--- src/rtl/ipa_ctx_pkg.sv ---
// Shared types for the IPA context loader: FSM state encoding and bank slice placement.
package ipa_ctx_pkg;

  typedef enum logic [2:0] {
    StIdle,
    StReq,
    StResp,
    StPush,
    StExec
  } state_e;

  // Bank 0 lands in the most-significant slice of the assembled context word.
  function automatic int unsigned ctx_slice_lsb(int unsigned bank, int unsigned nb_banks,
                                                int unsigned width);
    return (nb_banks - 1 - bank) * width;
  endfunction

endpackage

--- src/rtl/ipa_ctx_bank_port.sv ---
// One GCM bank port: holds request until granted, then captures the returning read word once.
module ipa_ctx_bank_port #(
  parameter int unsigned DATA_WIDTH = 32
) (
  input  logic                  clk_i,
  input  logic                  rst_ni,
  input  logic                  req_en_i,
  input  logic                  clear_i,
  input  logic                  gnt_i,
  input  logic                  rvalid_i,
  input  logic [DATA_WIDTH-1:0] rdata_i,
  output logic                  req_o,
  output logic                  gnt_acc_o,
  output logic                  granted_o,
  output logic                  cap_now_o,
  output logic                  captured_o,
  output logic [DATA_WIDTH-1:0] data_o
);

  logic                  granted_q;
  logic                  captured_q;
  logic [DATA_WIDTH-1:0] data_q;

  assign req_o      = req_en_i & ~granted_q;
  assign gnt_acc_o  = req_o & gnt_i;
  // Only a bank granted in the current row may deliver data; stale returns are dropped.
  assign cap_now_o  = rvalid_i & granted_q & ~captured_q & ~clear_i;
  assign granted_o  = granted_q;
  assign captured_o = captured_q;
  assign data_o     = data_q;

  always_ff @(posedge clk_i or negedge rst_ni) begin
    if (!rst_ni) begin
      granted_q  <= 1'b0;
      captured_q <= 1'b0;
      data_q     <= '0;
    end else if (clear_i) begin
      granted_q  <= 1'b0;
      captured_q <= 1'b0;
    end else begin
      granted_q  <= granted_q | gnt_acc_o;
      captured_q <= captured_q | cap_now_o;
      if (cap_now_o) data_q <= rdata_i;
    end
  end

endmodule

--- src/rtl/ipa_ctx_loader.sv ---
// Context-fetch engine: gathers one row per step from all GCM banks, streams it to the CGRA
// configuration port, then launches execution and waits for completion under a watchdog.
module ipa_ctx_loader
  import ipa_ctx_pkg::*;
#(
  parameter int unsigned NB_BANKS       = 2,
  parameter int unsigned DATA_WIDTH     = 32,
  parameter int unsigned ADDR_MEM_WIDTH = 12,
  parameter int unsigned CNT_WIDTH      = 10,
  parameter int unsigned NB_PE          = 16,
  parameter int unsigned WDOG_WIDTH     = 16
) (
  input  logic                               clk,
  input  logic                               rst_n,
  input  logic                               start_i,
  input  logic [ADDR_MEM_WIDTH-1:0]          base_row_i,
  input  logic [CNT_WIDTH-1:0]               nb_words_i,
  input  logic [WDOG_WIDTH-1:0]              wdog_limit_i,
  input  logic                               abort_i,
  output logic [NB_BANKS-1:0]                bank_req_o,
  output logic [NB_BANKS*ADDR_MEM_WIDTH-1:0] bank_add_o,
  input  logic [NB_BANKS-1:0]                bank_gnt_i,
  input  logic [NB_BANKS-1:0]                bank_rvalid_i,
  input  logic [NB_BANKS*DATA_WIDTH-1:0]     bank_rdata_i,
  output logic                               ctx_valid_o,
  output logic [CNT_WIDTH-1:0]               ctx_addr_o,
  output logic [NB_BANKS*DATA_WIDTH-1:0]     ctx_data_o,
  input  logic                               ctx_ready_i,
  output logic                               exec_en_o,
  input  logic [NB_PE-1:0]                   end_exec_i,
  output logic                               busy_o,
  output logic                               done_o,
  output logic                               err_o
);

  state_e                    state_q, state_d;
  logic [ADDR_MEM_WIDTH-1:0] base_q, base_d;
  logic [CNT_WIDTH-1:0]      nb_q, nb_d;
  logic [CNT_WIDTH-1:0]      idx_q, idx_d;
  logic [WDOG_WIDTH-1:0]     limit_q, limit_d;
  logic [WDOG_WIDTH-1:0]     wdog_q, wdog_d;
  logic                      exec_en_q, exec_en_d;
  logic                      done_q, done_d;
  logic                      err_q, err_d;

  logic [NB_BANKS-1:0]       req, gnt_acc, granted, cap_now, captured;
  logic [DATA_WIDTH-1:0]     bank_data [NB_BANKS];
  logic [ADDR_MEM_WIDTH-1:0] row_addr;
  logic                      abort_act, handshake, clear, all_gnt, all_cap;

  assign abort_act = abort_i & (state_q != StIdle);
  assign handshake = (state_q == StPush) & ctx_ready_i;
  assign clear     = (state_q == StIdle) | abort_act | handshake;
  assign all_gnt   = &(granted | gnt_acc);
  assign all_cap   = &(captured | cap_now);
  assign row_addr  = base_q + ADDR_MEM_WIDTH'(idx_q);

  for (genvar b = 0; b < NB_BANKS; b++) begin : g_bank
    localparam int unsigned DataLsb = ctx_slice_lsb(b, NB_BANKS, DATA_WIDTH);

    ipa_ctx_bank_port #(
      .DATA_WIDTH(DATA_WIDTH)
    ) u_port (
      .clk_i     (clk),
      .rst_ni    (rst_n),
      .req_en_i  (state_q == StReq),
      .clear_i   (clear),
      .gnt_i     (bank_gnt_i[b]),
      .rvalid_i  (bank_rvalid_i[b]),
      .rdata_i   (bank_rdata_i[b*DATA_WIDTH +: DATA_WIDTH]),
      .req_o     (req[b]),
      .gnt_acc_o (gnt_acc[b]),
      .granted_o (granted[b]),
      .cap_now_o (cap_now[b]),
      .captured_o(captured[b]),
      .data_o    (bank_data[b])
    );

    assign bank_add_o[b*ADDR_MEM_WIDTH +: ADDR_MEM_WIDTH] = req[b] ? row_addr : '0;
    assign ctx_data_o[DataLsb +: DATA_WIDTH] = ctx_valid_o ? bank_data[b] : '0;
  end

  assign bank_req_o  = req;
  assign ctx_valid_o = (state_q == StPush);
  assign ctx_addr_o  = ctx_valid_o ? idx_q : '0;
  assign busy_o      = (state_q != StIdle);
  assign exec_en_o   = exec_en_q;
  assign done_o      = done_q;
  assign err_o       = err_q;

  always_comb begin
    state_d   = state_q;
    base_d    = base_q;
    nb_d      = nb_q;
    idx_d     = idx_q;
    limit_d   = limit_q;
    wdog_d    = wdog_q;
    exec_en_d = 1'b0;
    done_d    = 1'b0;
    err_d     = 1'b0;
    if (abort_act) begin
      state_d = StIdle;
      done_d  = 1'b1;
    end else begin
      case (state_q)
        StIdle: begin
          if (start_i) begin
            if (nb_words_i != '0) begin
              base_d  = base_row_i;
              nb_d    = nb_words_i;
              limit_d = wdog_limit_i;
              idx_d   = '0;
              state_d = StReq;
            end else begin
              err_d = 1'b1;
            end
          end
        end
        StReq:  if (all_gnt) state_d = StResp;
        StResp: if (all_cap) state_d = StPush;
        StPush: begin
          if (ctx_ready_i) begin
            idx_d = idx_q + CNT_WIDTH'(1);
            if (idx_q == nb_q - CNT_WIDTH'(1)) begin
              state_d   = StExec;
              exec_en_d = 1'b1;
              wdog_d    = '0;
            end else begin
              state_d = StReq;
            end
          end
        end
        StExec: begin
          wdog_d = wdog_q + WDOG_WIDTH'(1);
          // A completion flag seen on the timeout cycle still counts as a clean finish.
          if (|end_exec_i) begin
            done_d  = 1'b1;
            state_d = StIdle;
          end else if ((limit_q != '0) && (wdog_q == limit_q)) begin
            done_d  = 1'b1;
            err_d   = 1'b1;
            state_d = StIdle;
          end
        end
        default: state_d = StIdle;
      endcase
    end
  end

  always_ff @(posedge clk or negedge rst_n) begin
    if (!rst_n) begin
      state_q   <= StIdle;
      base_q    <= '0;
      nb_q      <= '0;
      idx_q     <= '0;
      limit_q   <= '0;
      wdog_q    <= '0;
      exec_en_q <= 1'b0;
      done_q    <= 1'b0;
      err_q     <= 1'b0;
    end else begin
      state_q   <= state_d;
      base_q    <= base_d;
      nb_q      <= nb_d;
      idx_q     <= idx_d;
      limit_q   <= limit_d;
      wdog_q    <= wdog_d;
      exec_en_q <= exec_en_d;
      done_q    <= done_d;
      err_q     <= err_d;
    end
  end

endmodule

--- config.mk ---
export PLATFORM = sky130hd
export DESIGN_NAME = ipa_ctx_loader
export DESIGN_NICKNAME = d
export VERILOG_FILES = /design/src/rtl/ipa_ctx_pkg.sv /design/src/rtl/ipa_ctx_bank_port.sv /design/src/rtl/ipa_ctx_loader.sv
export SDC_FILE = /design/constraint.sdc
export NUM_CORES = 1
export LEC_CHECK = 0
export ABC_AREA = 1
export CAP_MARGIN = 20
export CORE_AREA = 2 2 127 129
export CTS_CLUSTER_SIZE = 16
export DETAILED_ROUTE_END_ITERATION = 8
export DIE_AREA = 0 0 129 131
export PLACE_DENSITY_LB_ADDON = 0.3
export SYNTH_ARGS = -nofsm -noshare
export SYNTH_HDL_FRONTEND = slang
export SYNTH_SLANG_ARGS = --single-unit
--- constraint.sdc ---
create_clock -name clk -period 3.4 [get_ports clk]
set_clock_uncertainty 0.05 [all_clocks]
set_input_delay 0.34 -clock clk [delete_from_list [all_inputs] [get_ports clk]]
set_output_delay 0.34 -clock clk [all_outputs]
set_load 0.03 [all_outputs]
# Word level (Yosys, flattened, before mapping)
# Index checks and enable logic that the tools add are counted.
# classes
n_eq_ne	16
reduce_logical	16
muxes	39
add_sub_neg	4
bitwise_logic	26
# op_table
operator	count
32-bit two-way mux	2
10-bit two-way mux	4
16-bit two-way mux	2
16-bit one-hot mux with 2 select lines	1
3-bit two-way mux	9
12-bit two-way mux	2
10-bit one-hot mux with 2 select lines	1
16-bit by 1-bit adder with 16-bit output (second input constant)	1
16-bit == test	1
1-bit two-way mux	16
16-bit nonzero test	1
16-bit OR reduction	1
3-bit one-hot mux with 5 select lines	1
12-bit by 10-bit adder with 12-bit output	1
1-bit AND	12
10-bit by 1-bit adder with 10-bit output (second input constant)	1
10-bit == test	1
10-bit nonzero test	1
10-bit by 1-bit subtractor with 10-bit output (second input constant)	1
3-bit != test (second input constant)	3
2-bit AND reduction	4
4-bit AND reduction	2
3-bit by 2-bit == test with 1-bit output (second input constant)	2
2-bit by 1-bit != test with 1-bit output (second input constant)	3
other kinds (16)	28
# totals
elab_cells	116
input_bits	127
out_inout_bits	105
reg_bits	138

# Depth between registers and ports, before layout
# Gate-level depths: netlist (run 1).
# logic_depth
depth_word	11
depth_mapped	16

# Hierarchy
# From an unflattened synthesis (run 1), not the netlist that was laid out.
# unflattened
cells_unflattened	1161
hier_area_um2	8255.4
# modules_own_cells
mod	seq_area_each_um2	n_inst	area_per_inst_um2	cells_each
ipa_ctx_loader	1751.7	1	5477.8	859
ipa_ctx_bank_port	850.8	2	1388.8	151

# Worst setup path after synthesis (run 1)
# No wires, ideal clock.
# synth_timing
kind	reg2out
start	reg idx_q[2]
end	out bank_add_o[21]
stages_incl_launch_ff	12
arrival_time_ns	1.955
n_path_buf	0
required_time_ns	3.010
slack_ns	1.055
path_cell_list	dfrtp_1 ha_1 nand2_1 nand2_1 nand3_1 nand2_1 a21oi_1 o21ai_0 nand2_1 nand3b_1 nand2_1 nor2_1
# synth_via
elab_chain_len	2
# synth_lines
element	line_no	rtl
start: declaration	ipa_ctx_loader.sv:39	logic [CNT_WIDTH-1:0] idx_q, idx_d;
start signal: assignment	ipa_ctx_loader.sv:165	idx_q <= idx_d;
12-bit by 10-bit adder with 12-bit output	ipa_ctx_loader.sv:56	assign row_addr = base_q + ADDR_MEM_WIDTH'(idx_q);
12-bit two-way mux	ipa_ctx_loader.sv:79	assign bank_add_o[b*ADDR_MEM_WIDTH +: ADDR_MEM_WIDTH] = req[b] ? row_addr : '0;
end: declaration	ipa_ctx_loader.sv:21	output logic [NB_BANKS*ADDR_MEM_WIDTH-1:0] bank_add_o,
# No other way between the ends.

# Worst setup path in the final report (run 1)
# layout_timing
start	reg idx_q[0]
end	out bank_add_o[22]
# Same word-level chain as after synthesis.

==> results by group, run 1 <==
Final layout
  • NumNets Final: 1474
  • Antenna cells: 0
  • Layout cell share with drive strength beyond 1: approximately 5.5%
  • P&R area growth vs syn: 38.3%

Synth
  • Yosys reg bits: between 100 and 150
  • Area leader, netlist: dfrtp_1
  • Syn. warnings: 0
  • Top cells by count, synth: 263 x nor2_1, 230 x nand2_1, 138 x dfrtp_1, 138 x inv_1, 88 x a21oi_1
  • Most frequent cell after synthesis: nor2_1
  • EDFF count, synth: 0
  • Ranking of synthesized cells by area: dfrtp_1 43%, nor2_1 12%, nand2_1 11%
  • Mapped Avg Cell Area: 7.11 um^2
  • Yosys top cell area share: 43.4%
  • Synth unique cells: 39
  • Asr flop ratio synth: 100%
  • Main flop type after synthesis: dfrtp_1
  • Synthesized net count: 1260
  • Mapped Area: 7950 um^2
  • Register area share after synthesis: 43.4%
  • Synth Instances: 1119

Run
  • Max cap viols: 0

Routing
  • Routed WL per cell: 13.8 um
  • DRC Markers: 0
  • First-pass iteration count of the detailed router: 4
  • Drt via density: 4.98
  • Via count: a little under 8000
  • Post-DRT Antenna Nets: 0
  • Total Wirelength: 21.6 mm
  • 1st-iter DRT viols: 370

STA
  • Setup TNS: 0 ns
  • Fin crit share: 94.7%
  • Crit path time final: between 3 and 4 ns
  • Peak Freq: 310 MHz
  • Worst-margin pin slew: 0.720 ns
  • Fin. Hold Viols: 0
  • Max Transition Viols Final: 0
  • RSZ-0062 raised after global routing: no
  • Slew headroom: 52.0%
  • Endpoints failing setup: 0
  • Worst setup margin: 0.179 ns

Global route
  • Largest net degree at the start of global routing: 75
  • First-pass GRT wire length: 34.6 mm
  • GR Util All Layers: about a quarter
  • Global route overflow: 0
  • Initial antenna violation count: 0
  • Vias in the first global route: just over 7000

Placed design
  • Post-Place Worst Slack: between 0.5 and 0.6 ns
  • Placer Congestion: 0.928
  • Port bufs: 231
  • Final HPWL DP: between 15 and 20 mm

Floorplan
  • Die area: 16900 um^2
  • Starting Density: roughly 51%
  • IO Count: 232
  • Die Height: 131 um
  • Num rows: between 40 and 50
  • Die X-Extent: around 130 um
  • Core area: about 16000 um^2

Power
  • Flop pwr share: 30.4%
  • Clock share of power: 22.3%
  • Int Pwr: 0.00471 W
  • LEAKAGE: 5.49 nW
  • IR drop worst, VDD: 0.535 mV
  • Switch Pwr: 0.00346 W
  • Switching part of the total: 42.3%
  • P per Cell Area: 742 nW/um^2
  • Comb power frac: around 47%

Clock tree
  • Post-CTS Setup Inserts: 0
  • Clock sinks: 138
  • Skew-Pair Late Insertion Delay: 0.42 ns
  • CTS Buffer Depth: 2
  • Clock transition at path regs: 0.06 ns
  • Clock Tree Root: clkbuf_16
  • Num CTS Buffers: 17
  • # H-tree levels: 4
  • CTS tree: done

Setup path
  • WP data required: 3.01 ns
  • Worst setup path category: reg -> out
  • CP startpoint kind: flip-flop
  • Critical path arrival: 2.83 ns
  • Crit path max fanout: 7
  • Endpoint type of the worst setup path: output pin

Outcome
  • Status: finished, final reports clean

Worst hold path
  • Hold Path Class: reg -> reg
-- metrics by stage --
| step | utilization, % | hold slack [ns] | area (um^2) | power (W) | std cells |
|---|---|---|---|---|---|
| finish | 70.5 | 0.436 | 11000 | 0.00816 | 1561 |
| global route | 70.5 | 0.444 | 11000 | 0.00872 | 1561 |
| CTS | 70.4 | 0.426 | 11000 | 0.00820 | 1561 |
| detailed placement | 66.7 | 0.365 | 10400 | 0.00636 | 1529 |
| global placement | 66.7 | 0.370 | 10400 | 0.00628 | 1529 |
| floorplan | - | -0.00559 | 7950 | 0.00503 | 1119 |
-- cell type report --
class                           instances  area (um^2)
Timing Repair Buffer                  241         2430
Sequential cell                       138         3450
Clock buffer                           20          457
Clock inverter                         11          120
Fill cell                            1299         4600
Tap cell                              216          270
Inverter                              151          567
Multi-Input combinational cell        784         3700
-- layout by cell type (no fill, tap or decap), drive strengths merged --
cell and count:
dfrtp 138, nand4 15, xor2 28, clkinvlp 3, clkinv 4, inv 153
dlygate4sd3 1, o21bai 2, a31o 1, fa 1, a21oi 89, or2 2
o21ai 27, buf 10, nand3b 2, o21a 2, dlymetal6s2s 4, xnor2 7
clkdlybuf4s50 226, nor3 7, nand3 70, ha 13, o31ai 1, nand2 235
nor4 8, o2111ai 1, nor2 271, bufinv 2, a31oi 1, clkbuf 20
o211ai 1
-- worst paths after layout --
| path | slack [ns] | end | depth (start not counted) | startpoint |
|---|---|---|---|---|
| min in group asynchronous | 0.48 | base_q[6] | 2 | rst_n |
| worst max register to register | 1.10 | limit_q[2] | 11 | state_q[0] |
| worst min-delay path | 0.44 | base_q[6] | 2 | base_q[6] |
| max in group asynchronous | 2.03 | g_bank[0].u_port.granted_o | 3 | rst_n |
| worst min register to register | 0.44 | base_q[6] | 2 | base_q[6] |
| worst max-delay path | 0.18 | bank_add_o[22] | 7 | idx_q[0] |
-- worst max-delay path, cell delays in order, from the launching register on --
cell and delay [ns]:
dfrtp_1 0.46, ha_1 0.27, fa_1 0.47, nand3_1 0.12
nand4_1 0.13, xor2_1 0.18, nor2_1 0.11, clkdlybuf4s50_1 0.68
-- cell families (layout without fill, tap and decap cells) --
family                   after synthesis  in the layout  share of synthesized area [%]
AND/OR/NAND/NOR                      610            610                           31.9
buffers and inverters                197            423                           10.3
flip-flops                           138            138                           43.4
AO/OA/AOI/OAI                        125            125                           8.21
XOR/XNOR                              35             35                           3.86
adder cells (fa/ha/maj)               14             14                           2.30
-- per-layer routing --
| metal | vias up | GRT usage (%) | wire length (um) |
|---|---|---|---|
| li1 | 3893 | - | - |
| met1 | 3574 | 32.9 | 9080 |
| met2 | 272 | 43.0 | 10400 |
| met3 | 30 | 7.78 | 1770 |
| met4 | 0 | 8.18 | 393 |
| met5 | - | 0 | 0 |
-- repair_timing --
item,CTS,global route
hold buffers,1,0
resized for setup,0,4
endpoints found under the setup margin,0,4
endpoints found under the hold margin,71,0
-- registers in the layout, indices dropped and copies added (netlist names) --
name and cells:
base_q 12, nb_q 10, g_bank.u_port.data_o 64, idx_q 10
limit_q 16, done_o 1, wdog_q 16, err_o 1
g_bank.u_port.captured_o 2, exec_en_o 1, state_q 3, g_bank.u_port.granted_o 2
-- power by group through the flow --
stage | clock (W) | sequential [W] | combinational [W]
final | 0.00182 | 0.00248 | 0.00386
after global routing | 0.00192 | 0.00255 | 0.00425
after CTS | 0.00184 | 0.00248 | 0.00388
after detailed placement | 0 | 0.00251 | 0.00385
after global placement | 0 | 0.00249 | 0.00379
after floorplan | 0 | 0.00242 | 0.00261
No activity file was read; power rests on OpenSTA's default activity.
==> inputs of run 2 (changes only) <==
CAP_MARGIN = 40   (was 20)
REMOVE_ABC_BUFFERS = 1   (was not set)
==> run 2 against run 1 <==
Wire length is 0.84% lower. Register-to-register slack lost 0.24 ns. Combinational power about the same. Highest routed layer unchanged. Utilization shrank 0.080 points. Via count barely moved. Largest cell class unchanged. Global-route usage fell by 0.30 points. First-iteration DRC count increased by 42%.
==> results by group, run 2 (synthesized netlist as in run 1, its figures left out) <==
Outcome
  • Status: finished, final reports clean (unchanged)

Placed design
  • Final HPWL DP: 15.4 mm (was 15.9 mm)
  • Port bufs: 231 (unchanged)
  • Dpl cell area: 10400 um^2 (about the same)
  • Placer Congestion: 0.924 (was 0.928)

Routing
  • Via count: 7771 (was 7769)
  • Total Wirelength: 21.4 mm (was 21.6 mm)
  • First-pass iteration count of the detailed router: 5 (was 4)
  • 1st-iter DRT viols: 526 (was 370)
  • Drt via density: 4.98 (about the same)
  • DRC Markers: 0 (unchanged)
  • Routed WL per cell: 13.7 um (was 13.8 um)
  • Post-DRT Antenna Nets: 0 (unchanged)

Power
  • P per Cell Area: 744 nW/um^2 (was 742 nW/um^2)
  • IR drop worst, VDD: 0.485 mV (was 0.535 mV)
  • LEAKAGE: 5.50 nW (was 5.49 nW)

Worst hold path
  • Hold Path Class: in -> async (was reg -> reg)

Setup path
  • Crit path cell chain: ha_1, fa_1, a21oi_1, nor2_1, nor2_1, xor2_1, nor2_1, clkdlybuf4s50_1 (was ha_1, fa_1, nand3_1, nand4_1, xor2_1, nor2_1, clkdlybuf4s50_1)
  • CP max-delay cell: clkdlybuf4s50_1 (unchanged)
  • Top Family by Delay on Critical Path: adder cells (unchanged)
  • Worst setup path category: reg -> out (unchanged)
  • Crit path max fanout: 7 (unchanged)
  • Worst Path Buf+Inv: 1 (unchanged)
  • WP data required: 3.01 ns (about the same)
  • Critical path arrival: 2.88 ns (was 2.83 ns)
  • Dominant cell type by count on the critical path: nor2_1
  • CP startpoint kind: flip-flop (unchanged)
  • Largest stage delay, worst path: 0.60 ns (was 0.68 ns)
  • Endpoint type of the worst setup path: output pin (unchanged)

Final layout
  • Max reg flops: 64 (unchanged)
  • Layout cell share with drive strength beyond 1: 5.51% (was 5.50%)
  • P&R area growth vs syn: 38.1% (was 38.3%)
  • Most frequent cells in the layout: 263 x nor2_1, 229 x nand2_1, 225 x clkdlybuf4s50_1 (was 263 x nor2_1, 229 x nand2_1, 226 x clkdlybuf4s50_1)
  • NumNets Final: 1472 (was 1474)
  • Antenna cells: 0 (unchanged)
  • Commonest non-fill, non-tap cell in the layout: nor2_1 (unchanged)
  • Design Area, Final: 11000 um^2 (about the same)

Clock tree
  • Clock Tree Root: clkbuf_16 (unchanged)
  • CTS tree: done (unchanged)
  • Skew-Pair Late Insertion Delay: 0.42 ns (about the same)
  • CTS Buffer Depth: 2 (unchanged)
  • # H-tree levels: 4 (unchanged)
  • Post-CTS Setup Inserts: 0 (unchanged)
  • Clock transition at path regs: 0.06 ns (about the same)
  • Num CTS Buffers: 17 (unchanged)
  • Clock sinks: 138 (unchanged)

Floorplan
  • IO Count: 232 (unchanged)
  • Die X-Extent: 129 um (unchanged)
  • Die Height: 131 um (unchanged)
  • Core area: 15600 um^2 (unchanged)
  • Num rows: 46 (unchanged)
  • Starting Density: 51.0% (unchanged)
  • Die area: 16900 um^2 (unchanged)

Global route
  • First-pass GRT wire length: 34.2 mm (was 34.6 mm)
  • Vias in the first global route: 7027 (was 7218)
  • GR Util All Layers: 25.6% (was 25.9%)
  • Global route overflow: 0 (unchanged)
  • Largest net degree at the start of global routing: 97 (was 75)
  • Initial antenna violation count: 0 (unchanged)

STA
  • Slew headroom: 59.9% (was 52.0%)
  • Worst-margin pin slew: 0.602 ns (was 0.720 ns)
  • Endpoints failing setup: 0 (unchanged)
  • Fin crit share: 96.1% (was 94.7%)
  • RSZ-0062 raised after global routing: no (unchanged)
  • Crit path time final: 3.27 ns (was 3.22 ns)
  • Max Transition Viols Final: 0 (unchanged)
  • Peak Freq: 306 MHz (was 310 MHz)
  • Fin. Hold Viols: 0 (unchanged)
  • WHS: 0.340 ns (was 0.436 ns)

Run
  • Max cap viols: 0 (unchanged)
[run 2: path summary, 6_finish.rpt]
check	from	endpoint	slack, ns	depth (start not counted)
setup / recovery	idx_q[0]	bank_add_o[20]	0.13	8
hold / removal	rst_n	limit_q[7]	0.34	2
setup reg to reg	state_q[2]	nb_q[5]	0.86	8
hold reg to reg	base_q[6]	base_q[6]	0.43	2
max in group asynchronous	rst_n	g_bank[0].u_port.captured_o	2.10	3
min in group clk	base_row_i[6]	base_q[6]	0.43	3
[run 2: metrics by stage]
stage / setup WS (ns) / total power [W] / util (%) / TNS [ns] / cells
after floorplan: -0.706 / 0.00494 / - / -29.63 / 1073
after detailed placement: 0.527 / 0.00636 / 66.6 / 0 / 1527
after global routing: 0.00588 / 0.00873 / 70.4 / 0 / 1560
after global placement: 0.553 / 0.00627 / 66.6 / 0 / 1527
after CTS: 0.0712 / 0.00822 / 70.3 / 0 / 1560
final: 0.133 / 0.00817 / 70.4 / 0 / 1560
[run 2: report_power, final]
| group | leakage [nW] | internal (W) | switching (W) |
|---|---|---|---|
| clock | 0.280 | 0.00103 | 0.000780 |
| combinational | 3.65 | 0.00143 | 0.00244 |
| sequential | 1.57 | 0.00217 | 0.000315 |
[run 2: final cells by class]
class / instances / area [um^2]
clock buffer: 17 / 425
clock inverter: 15 / 151
fill: 1257 / 4620
inverter: 151 / 567
multi-input combinational: 784 / 3700
sequential: 138 / 3450
tap: 216 / 270
timing repair buffer: 239 / 2410
[run 2: what timing repair did]
| item | in CTS | in global routing |
|---|---|---|
| endpoints found under the hold margin | 42 | 0 |
| hold buffers | 1 | 0 |
| resized for setup | 0 | 5 |
| endpoints found under the setup margin | 0 | 5 |
[run 2: routing by layer]
metal / track usage (%) / vias to the layer above / routed length (um)
met4: 6.07 / 0 / 255
met2: 41.1 / 256 / 10100
met1: 33.7 / 3590 / 9240
li1: - / 3902 / -
met3: 8.88 / 23 / 1830
met5: 0 / - / 0
